## config.mk

```make
export PLATFORM = sky130hd
export DESIGN_NAME = issue_window_flat
export DESIGN_NICKNAME = d
export VERILOG_FILES = /design/src/rtl/issue_window_if.sv /design/src/rtl/issue_window.sv /design/src/flat_wrapper.sv
export SDC_FILE = /design/constraint.sdc
export NUM_CORES = 1
export LEC_CHECK = 0
export ABC_AREA = 1
export CORE_MARGIN = 2
export CORE_UTILIZATION = 64
export CTS_BUF_LIST = sky130_fd_sc_hd__clkbuf_16
export CTS_CLUSTER_SIZE = 40
export DETAILED_ROUTE_END_ITERATION = 6
export DONT_BUFFER_PORTS = 1
export PLACE_DENSITY = 0.8
export SLEW_MARGIN = 20
export SYNTH_ARGS = -nofsm -noshare
export SYNTH_HDL_FRONTEND = slang
export SYNTH_SLANG_ARGS = --single-unit
```

## constraint.sdc

```tcl
create_clock -name clk -period 3.75 [get_ports clk]
set_clock_uncertainty 0.1 [all_clocks]
set_input_delay 0.375 -clock clk [delete_from_list [all_inputs] [get_ports clk]]
set_output_delay 0.375 -clock clk [all_outputs]
set_load 0.05 [all_outputs]
```

## src/rtl/issue_window_if.sv

```systemverilog
// rtl/issue_window_if.sv - fetch-to-issue-window bundle handshake
interface issue_window_if #(
    parameter int IW = 16
);
    logic          fetch_valid;
    logic [IW-1:0] fetch_instr1;
    logic [IW-1:0] fetch_instr2;
    logic [IW-1:0] fetch_instr3;
    logic [IW-1:0] fetch_instr4;
    logic [3:0]    fetch_slot_valid;
    logic          fetch_ready;

    modport master (
        output fetch_valid,
        output fetch_instr1,
        output fetch_instr2,
        output fetch_instr3,
        output fetch_instr4,
        output fetch_slot_valid,
        input  fetch_ready
    );

    modport slave (
        input  fetch_valid,
        input  fetch_instr1,
        input  fetch_instr2,
        input  fetch_instr3,
        input  fetch_instr4,
        input  fetch_slot_valid,
        output fetch_ready
    );
endinterface

```

## src/rtl/issue_window.sv

```systemverilog
// rtl/issue_window.sv - four-slot issue window holding one fetch bundle until every slot issues
module issue_window #(
    parameter int IW = 16,
    parameter int SW = 8
) (
    input  logic          clk,
    input  logic          rst_n,
    issue_window_if.slave fetch,
    input  logic          flush,
    output logic [3:0]    op1,
    output logic [3:0]    op2,
    output logic [3:0]    op3,
    output logic [3:0]    op4,
    output logic          ins1_history,
    output logic          ins2_history,
    output logic          ins3_history,
    output logic          ins4_history,
    input  logic          ins1_out,
    input  logic          ins2_out,
    input  logic          ins3_out,
    input  logic          ins4_out,
    output logic [IW-1:0] instr1,
    output logic [IW-1:0] instr2,
    output logic [IW-1:0] instr3,
    output logic [IW-1:0] instr4,
    output logic [SW-1:0] stall_cnt,
    output logic          stuck
);

    typedef enum logic {
        ST_EMPTY = 1'b0,
        ST_HOLD  = 1'b1
    } state_e;

    localparam logic [SW-1:0] STALL_MAX = '1;

    state_e        state_q, state_d;
    logic [3:0]    v_q, v_d;
    logic [IW-1:0] instr_q [4];
    logic [IW-1:0] instr_d [4];
    logic [SW-1:0] stall_cnt_q, stall_cnt_d;

    logic [3:0]    ins_out;
    logic [3:0]    eff_issue;
    logic [3:0]    remaining;
    logic          ready;
    logic          accept;

    assign ins_out   = {ins4_out, ins3_out, ins2_out, ins1_out};
    // Issue requests against empty slots are meaningless and must not count as progress.
    assign eff_issue = ins_out & v_q;
    assign remaining = v_q & ~eff_issue;
    assign ready     = !flush && (remaining == 4'b0000);
    assign accept    = fetch.fetch_valid && ready;

    assign fetch.fetch_ready = ready;

    always_comb begin
        v_d         = remaining;
        instr_d     = instr_q;
        stall_cnt_d = stall_cnt_q;

        if (flush) begin
            v_d = 4'b0000;
        end else if (accept) begin
            v_d        = fetch.fetch_slot_valid;
            instr_d[0] = fetch.fetch_instr1;
            instr_d[1] = fetch.fetch_instr2;
            instr_d[2] = fetch.fetch_instr3;
            instr_d[3] = fetch.fetch_instr4;
        end

        state_d = (v_d != 4'b0000) ? ST_HOLD : ST_EMPTY;

        // Counts only fully blocked cycles; any forward progress restarts it.
        if (flush || accept || (state_q == ST_EMPTY) || (eff_issue != 4'b0000)) begin
            stall_cnt_d = '0;
        end else if (stall_cnt_q != STALL_MAX) begin
            stall_cnt_d = stall_cnt_q + 1'b1;
        end
    end

    always_ff @(posedge clk or negedge rst_n) begin
        if (!rst_n) begin
            state_q     <= ST_EMPTY;
            v_q         <= 4'b0000;
            stall_cnt_q <= '0;
            for (int i = 0; i < 4; i++) begin
                instr_q[i] <= '0;
            end
        end else begin
            state_q     <= state_d;
            v_q         <= v_d;
            stall_cnt_q <= stall_cnt_d;
            instr_q     <= instr_d;
        end
    end

    assign ins1_history = v_q[0];
    assign ins2_history = v_q[1];
    assign ins3_history = v_q[2];
    assign ins4_history = v_q[3];

    assign instr1 = instr_q[0];
    assign instr2 = instr_q[1];
    assign instr3 = instr_q[2];
    assign instr4 = instr_q[3];

    assign op1 = instr_q[0][IW-1:IW-4];
    assign op2 = instr_q[1][IW-1:IW-4];
    assign op3 = instr_q[2][IW-1:IW-4];
    assign op4 = instr_q[3][IW-1:IW-4];

    assign stall_cnt = stall_cnt_q;
    assign stuck     = (stall_cnt_q == STALL_MAX);

endmodule

```

## src/flat_wrapper.sv

```systemverilog
// flat-port wrapper written by rule: the top's interface ports become plain ports
module issue_window_flat 
#(
    parameter int IW = 16,
    parameter int SW = 8
)
  (clk, rst_n, flush, op1, op2, op3, op4, ins1_history, ins2_history, ins3_history, ins4_history, ins1_out, ins2_out, ins3_out, ins4_out, instr1, instr2, instr3, instr4, stall_cnt, stuck, fetch_fetch_valid, fetch_fetch_instr1, fetch_fetch_instr2, fetch_fetch_instr3, fetch_fetch_instr4, fetch_fetch_slot_valid, fetch_fetch_ready);
  issue_window_if #(.IW(IW)) fetch_i ();
  input  logic clk;
  input  logic rst_n;
  input  logic flush;
  output logic [3:0] op1;
  output logic [3:0] op2;
  output logic [3:0] op3;
  output logic [3:0] op4;
  output logic ins1_history;
  output logic ins2_history;
  output logic ins3_history;
  output logic ins4_history;
  input  logic ins1_out;
  input  logic ins2_out;
  input  logic ins3_out;
  input  logic ins4_out;
  output logic [IW-1:0] instr1;
  output logic [IW-1:0] instr2;
  output logic [IW-1:0] instr3;
  output logic [IW-1:0] instr4;
  output logic [SW-1:0] stall_cnt;
  output logic stuck;
  input wire logic [$bits(fetch_i.fetch_valid)-1:0] fetch_fetch_valid;
  input wire logic [$bits(fetch_i.fetch_instr1)-1:0] fetch_fetch_instr1;
  input wire logic [$bits(fetch_i.fetch_instr2)-1:0] fetch_fetch_instr2;
  input wire logic [$bits(fetch_i.fetch_instr3)-1:0] fetch_fetch_instr3;
  input wire logic [$bits(fetch_i.fetch_instr4)-1:0] fetch_fetch_instr4;
  input wire logic [$bits(fetch_i.fetch_slot_valid)-1:0] fetch_fetch_slot_valid;
  output wire logic [$bits(fetch_i.fetch_ready)-1:0] fetch_fetch_ready;
  assign fetch_i.fetch_valid = fetch_fetch_valid;
  assign fetch_i.fetch_instr1 = fetch_fetch_instr1;
  assign fetch_i.fetch_instr2 = fetch_fetch_instr2;
  assign fetch_i.fetch_instr3 = fetch_fetch_instr3;
  assign fetch_i.fetch_instr4 = fetch_fetch_instr4;
  assign fetch_i.fetch_slot_valid = fetch_fetch_slot_valid;
  assign fetch_fetch_ready = fetch_i.fetch_ready;
  issue_window #(.IW(IW), .SW(SW)) u_core (.clk(clk), .rst_n(rst_n), .fetch(fetch_i), .flush(flush), .op1(op1), .op2(op2), .op3(op3), .op4(op4), .ins1_history(ins1_history), .ins2_history(ins2_history), .ins3_history(ins3_history), .ins4_history(ins4_history), .ins1_out(ins1_out), .ins2_out(ins2_out), .ins3_out(ins3_out), .ins4_out(ins4_out), .instr1(instr1), .instr2(instr2), .instr3(instr3), .instr4(instr4), .stall_cnt(stall_cnt), .stuck(stuck));
endmodule
```

## Word level (Yosys, flattened, before mapping)

Index checks and enable logic that the tools add are counted.

- Add/sub/neg operators: 1
- Equal/unequal tests: 2
- Mux-type cells: 5
- Bitwise logic cells: 5
- Reductions and logical operators: 11

Operators with widths:

| operator | count |
|---|---|
| two-way mux 8 bit | 2 |
| adder 8 x 1 -> 8 bit, second input constant | 1 |
| AND 4 bit | 2 |
| == test 8 bit, second input constant | 1 |
| two-way mux 4 bit | 2 |
| inequality test 8 bit, second input constant | 1 |
| nonzero test 4 bit | 2 |
| zero test 4 bit | 1 |
| inverter 4 bit | 1 |
| logical OR 1 bit | 3 |
| logical AND 1 bit | 2 |
| inverter 1 bit | 2 |
| AND reduction 2 bit | 1 |
| nonzero test 2 bit | 1 |
| zero test 1 bit | 1 |
| two-way mux 1 bit | 1 |

- Register bits after elaboration: 77
- Bits of input ports: 76
- Output and inout port bits: 94
- Logic and storage cells: 31

## Logic depth before layout (Yosys ltp)

- Depth after elaboration: 10
- Mapped depth: 10
- Depth with buffers taken out: 9

## Worst setup path before layout

OpenSTA, ideal clock, no wires.

- Kind: register to register
- Start: register u_core.v_q[2]
- End: register u_core.state_q
- Setup time: 0.065 ns
- Arrival: 2.276 ns
- Data required time: 3.585 ns
- Slack: 1.310 ns
- Cell stages (with the launch flop): 8
- Buffers on the path: 0
- Clock period less this slack: 2.440 ns
- Cells stage by stage: dfrtp_1 > nand2_2 > nand2_2 > nor3_1 > nand3_1 > nand2_1 > nor2_1 > nand2_1

- Longest elaborated chain between the ends: 10

Ends and longest elaborated chain:

| element | line | text |
|---|---|---|
| start: declaration | issue_window.sv:38 | `logic [3:0] v_q, v_d;` |
| start signal: assignment | issue_window.sv:93 | `v_q <= v_d;` |
| AND 4 bit | issue_window.sv:51 | `assign eff_issue = ins_out & v_q;` |
| inverter 4 bit | issue_window.sv:52 | `assign remaining = v_q & ~eff_issue;` |
| AND 4 bit (*) | issue_window.sv:52 |  |
| zero test 4 bit (*) | issue_window.sv:53 | `assign ready = !flush && (remaining == 4'b0000);` |
| logical AND 1 bit (*) | issue_window.sv:53 |  |
| net fetch_fetch_ready | flat_wrapper.sv:36 | `output wire logic [$bits(fetch_i.fetch_ready)-1:0] fetch_fetch_ready;` |
| logical AND 1 bit (*) | issue_window.sv:54 | `assign accept = fetch.fetch_valid && ready;` |
| two-way mux 4 bit (*) | issue_window.sv:65 | `end else if (accept) begin` |
| two-way mux 4 bit (*) | issue_window.sv:63 | `if (flush) begin` |
| net u_core.v_d[1] | issue_window.sv:38 |  |
| nonzero test 4 bit (*) | issue_window.sv:73 | `state_d = (v_d != 4'b0000) ? ST_HOLD : ST_EMPTY;` |
| two-way mux 1 bit (*) | issue_window.sv:73 |  |
| net u_core.state_d | issue_window.sv:37 | `state_e state_q, state_d;` |
| end signal: assignment | issue_window.sv:92 | `state_q <= state_d;` |
| end: declaration | issue_window.sv:37 |  |

Mark *: on every way through the listed nets, which the timed path passes. The rest lies on a longest branch.
A chain may end at the register's enable or synchronous reset.

## Worst setup path in the final report

- Start: register u_core.stall_cnt_q[0] (netlist: u_core.stall_cnt[0])
- End: output port stuck

- Longest elaborated chain between the ends: 1

Ends and longest elaborated chain:

| element | line | text |
|---|---|---|
| start: declaration | issue_window.sv:41 | `logic [SW-1:0] stall_cnt_q, stall_cnt_d;` |
| start signal: assignment | issue_window.sv:94 | `stall_cnt_q <= stall_cnt_d;` |
| == test 8 bit | issue_window.sv:115 | `assign stuck = (stall_cnt_q == STALL_MAX);` |
| end: declaration | flat_wrapper.sv:29 | `output logic stuck;` |

Every way passes these cells.

==> impl.org <==
** Power and ir drop
- Total power draw :: 2.78 mW
- Power spread over the standard cell area amounts to between 700 and 800 mW/mm^2.
- Pleak :: 1.95 nW
- Maximum VDD drop :: 0.000424 V

** Yosys
- Top cell type by total area after synthesis :: dfrtp_1
- The share of synthesized area in the top cell type comes to 0.562.
- Fraction of the yosys area taken by sequential cells :: 0.562
- During synthesis, Yosys emitted a total of 0 warnings.
- In this run, synthesis produced a sequential element count of 77.
- After technology mapping, the gate count stands at 369.
- The synthesized netlist contains 24 unique library cells.
- After synthesis, the cell types taking the most area are dfrtp_1 56%, nand2_1 8.8%, inv_1 8.0%.
- Netlist Area Pre-Place :: 0.00343 sq mm
- The average instance in the mapped netlist occupies slightly above 9 sq um.
- The number of nets in the synthesized netlist is about 450.

** Min path
- Critical hold path startpoint :: fetch_fetch_instr1[15]
- The worst hold path was traced through 2 stages.
- Path class of the lowest-slack min-delay path :: input port to flip-flop
- Worst hold path endpoint :: u_core.instr1[15]

** Setup path
- Slowest stage cell, crit path :: nor3_2
- Along the worst path, the maximum fanout reaches 5.
- Worst Path Buf+Inv :: 0
- The startpoint identified for the worst register-to-register timing path is u_core.stall_cnt[0].
- The largest single stage delay on the critical path is 0.76 ns.
- Category of the worst setup path capture point :: output port
- The worst register-to-register path ends at u_core.stall_cnt[0].
- Critical path data required time :: ~3.3 ns
- Walking the worst path, the cells encountered are ha_1 -> nand3_1 -> nand3b_4 -> nor3_2.
- Startpoint types :: flip-flop
- Cell count of the worst reg-to-reg path :: 7
- In this run the register-to-register setup slack is 1.21 ns.
- At the worst endpoint, the arrival time is 2.39 ns.
- The cell family contributing the most delay on the critical path is simple AND/OR/NAND/NOR gates.
- By startpoint and endpoint, the worst setup path is classified as flip-flop to output port.

** Cells and area
- After the last flow step, the layout net total stands at 430.
- Share of layout cells above drive strength 1 :: 0.123
- The repair_antennas step left the layout with diodes totalling 0.
- Area Growth Syn to Fin :: 6.32%

** Clock tree
- The later pin in the worst-skew pair is clocked with a latency of 0.31 ns.
- Gates resized during post-CTS repair numbered 0.
- The tree is rooted in a clkbuf_16.
- Clock-pin slew on the worst setup and hold paths :: 0.06 ns
- Counting the buffers created by CTS gives 9.
- Clock sink count :: between 70 and 80
- TritonCTS built the clock tree.
- CTS max path bufs :: 2
- Buffers added to address setup during post-CTS repair amount to 0.
- Maximum level of the CTS H-tree :: 3

** Detailed routing
- Total number of vias :: 2165
- First-iteration detailed-routing DRC count :: 133
- Average wire length per cell after detail routing :: between 10 and 15 um
- Total Routed Length :: around 6100 um
- Number of remaining DRC errors :: 0
- DR vias/cell :: 5.06
- The pre-antenna-repair detailed-routing pass consisted of 4 iterations.
- Number of nets still failing antenna checks after routing :: 0

** Global routing
- Antenna violations before repair :: 0
- First-pass GRT wire length :: 10000 um
- In the global route stage, overall resource usage came out at 0.213.
- Congestion Overflow GR :: 0
- Number of global-route vias before repair :: 2180
- Entering global routing, the biggest net connects 78 pins.

** STA
- In this run the tightest slew margin relative to its limit is 0.347.
- The number of slew-limit violations in the final report is 0.
- Final Hold Viols :: 0
- Setup violations remaining at the end of the flow were counted as 0.
- Dividing the final minimum period by the clock period gives 0.764.
- Counting I/O delays and the setup requirement, the final critical path takes about 2.9 ns.
- In the final timing run, aggregate negative setup slack is 0 ns.
- Transition at the pin with the smallest max-transition slack :: 0.974 ns
- Unrepaired setup endpoints after global routing :: false
- Derived from the worst setup path, the maximum achievable clock frequency is 349 MHz.

** Floorplan
- The die is between 70 and 80 um wide.
- Area of the placeable core :: 0.00514 sq mm
- During I/O placement, the number of pins put on the boundary was 170.
- The die covers a little under 0.006 sq mm.
- The floorplan has 26 rows.
- Floorplan die height :: 77.2 um
- For this configuration, the core starts out at a cell density of 0.667.

** Placed design
- Number of port buffers :: 0
- After legalization and detailed placement, the total HPWL measured 4390 um.
- Placer congestion estimate :: 0.839

** Job
- The tool flagged a number of max-cap violations equal to 0.

** Run status
- The run finished with clean final reports.
[layout make-up]
cell class,count,area (sq um)
Clock buffer,9,225
Clock inverter,7,81.3
Fill cell,409,1500
Inverter,76,285
Multi-Input combinational cell,186,978
Sequential cell,77,1930
Tap cell,70,87.6
Timing Repair Buffer,3,57.6
[registers in the layout, summed over array words and instances, names as in the netlist]
name              flops
u_core.stall_cnt      8
u_core.instr2        16
u_core.instr1        16
u_core.v_q            4
u_core.instr3        16
u_core.state_q        1
u_core.instr4        16
[where the power goes]
| part | switching, mW | total (mW) | internal [mW] |
|---|---|---|---|
| Combinational | 0.137 | 0.226 | 0.0889 |
| Sequential | 0.731 | 1.69 | 0.957 |
| Clock | 0.298 | 0.871 | 0.573 |
| Total | 1.17 | 2.78 | 1.62 |
[logic make-up after synthesis]
group,share of synthesized area
flops,0.562
fa+ha+maj,0.00365
compound gates,0.123
xor+xnor,0.0153
buf+inv,0.153
simple gates,0.142
[through the flow]
stage	hold slack, ns	cell area, sq um	util	std cells	setup slack (ns)
2_1_floorplan	-0.0206	3430	-	369	1.31
3_3_place_gp	-0.0191	3300	0.642	410	1.26
3_5_place_dp	-0.0191	3300	0.642	410	1.22
4_1_cts	0.0791	3640	0.709	428	0.880
5_1_grt	0.0846	3640	0.709	428	0.785
6_report	0.0860	3640	0.709	428	0.887
[cell usage after synthesis (all sizes together)]
cell    count
inv        76
xor2        4
buf        25
ha          1
nand3      10
a21oi       8
nor3        2
clkbuf      5
nor2        7
dfrtp      77
nand3b      1
nand2      83
nand4       3
xnor2       2
o21ai      65
[per-layer routing]
metal / track usage / vias up / wire, um
met5: 0 / - / 0
met4: 0.0768 / 0 / 48
met3: 0.0941 / 4 / 612
met2: 0.353 / 108 / 3030
met1: 0.246 / 968 / 2390
li1: - / 1085 / -
[timing repair]
action                                 CTS  global route
hold buffers                             2             0
setup endpoints to repair                0             0
endpoints found under the hold margin   77             0
[cell usage in the layout, fill, tap and decap left out, types with 4 or more instances in the layout]
cell type  synthesis  routed
nand2_1           80      80
dfrtp_1           77      77
inv_1             73      74
o21ai_1           46      46
o21ai_2           15      15
clkbuf_16          0       9
a21oi_1            8       8
nand3_1            7       7
nor2_1             5       5
xor2_1             4       4
o21ai_0            4       4
[worst max-delay path by stage]
stage / from / to / slack, ns / cells past startpoint
final: u_core.stall_cnt[0] / stuck / 0.89 / 4
after global placement: u_core.stall_cnt[0] / stuck / 1.26 / 4
after CTS: u_core.stall_cnt[0] / stuck / 0.88 / 4
after floorplan: u_core.v_q[2] / u_core.state_q / 1.31 / 7
after detailed placement: u_core.stall_cnt[0] / u_core.stall_cnt[0] / 1.22 / 7
after global routing: u_core.stall_cnt[0] / stuck / 0.78 / 4
(Power assumes the default switching activity.)
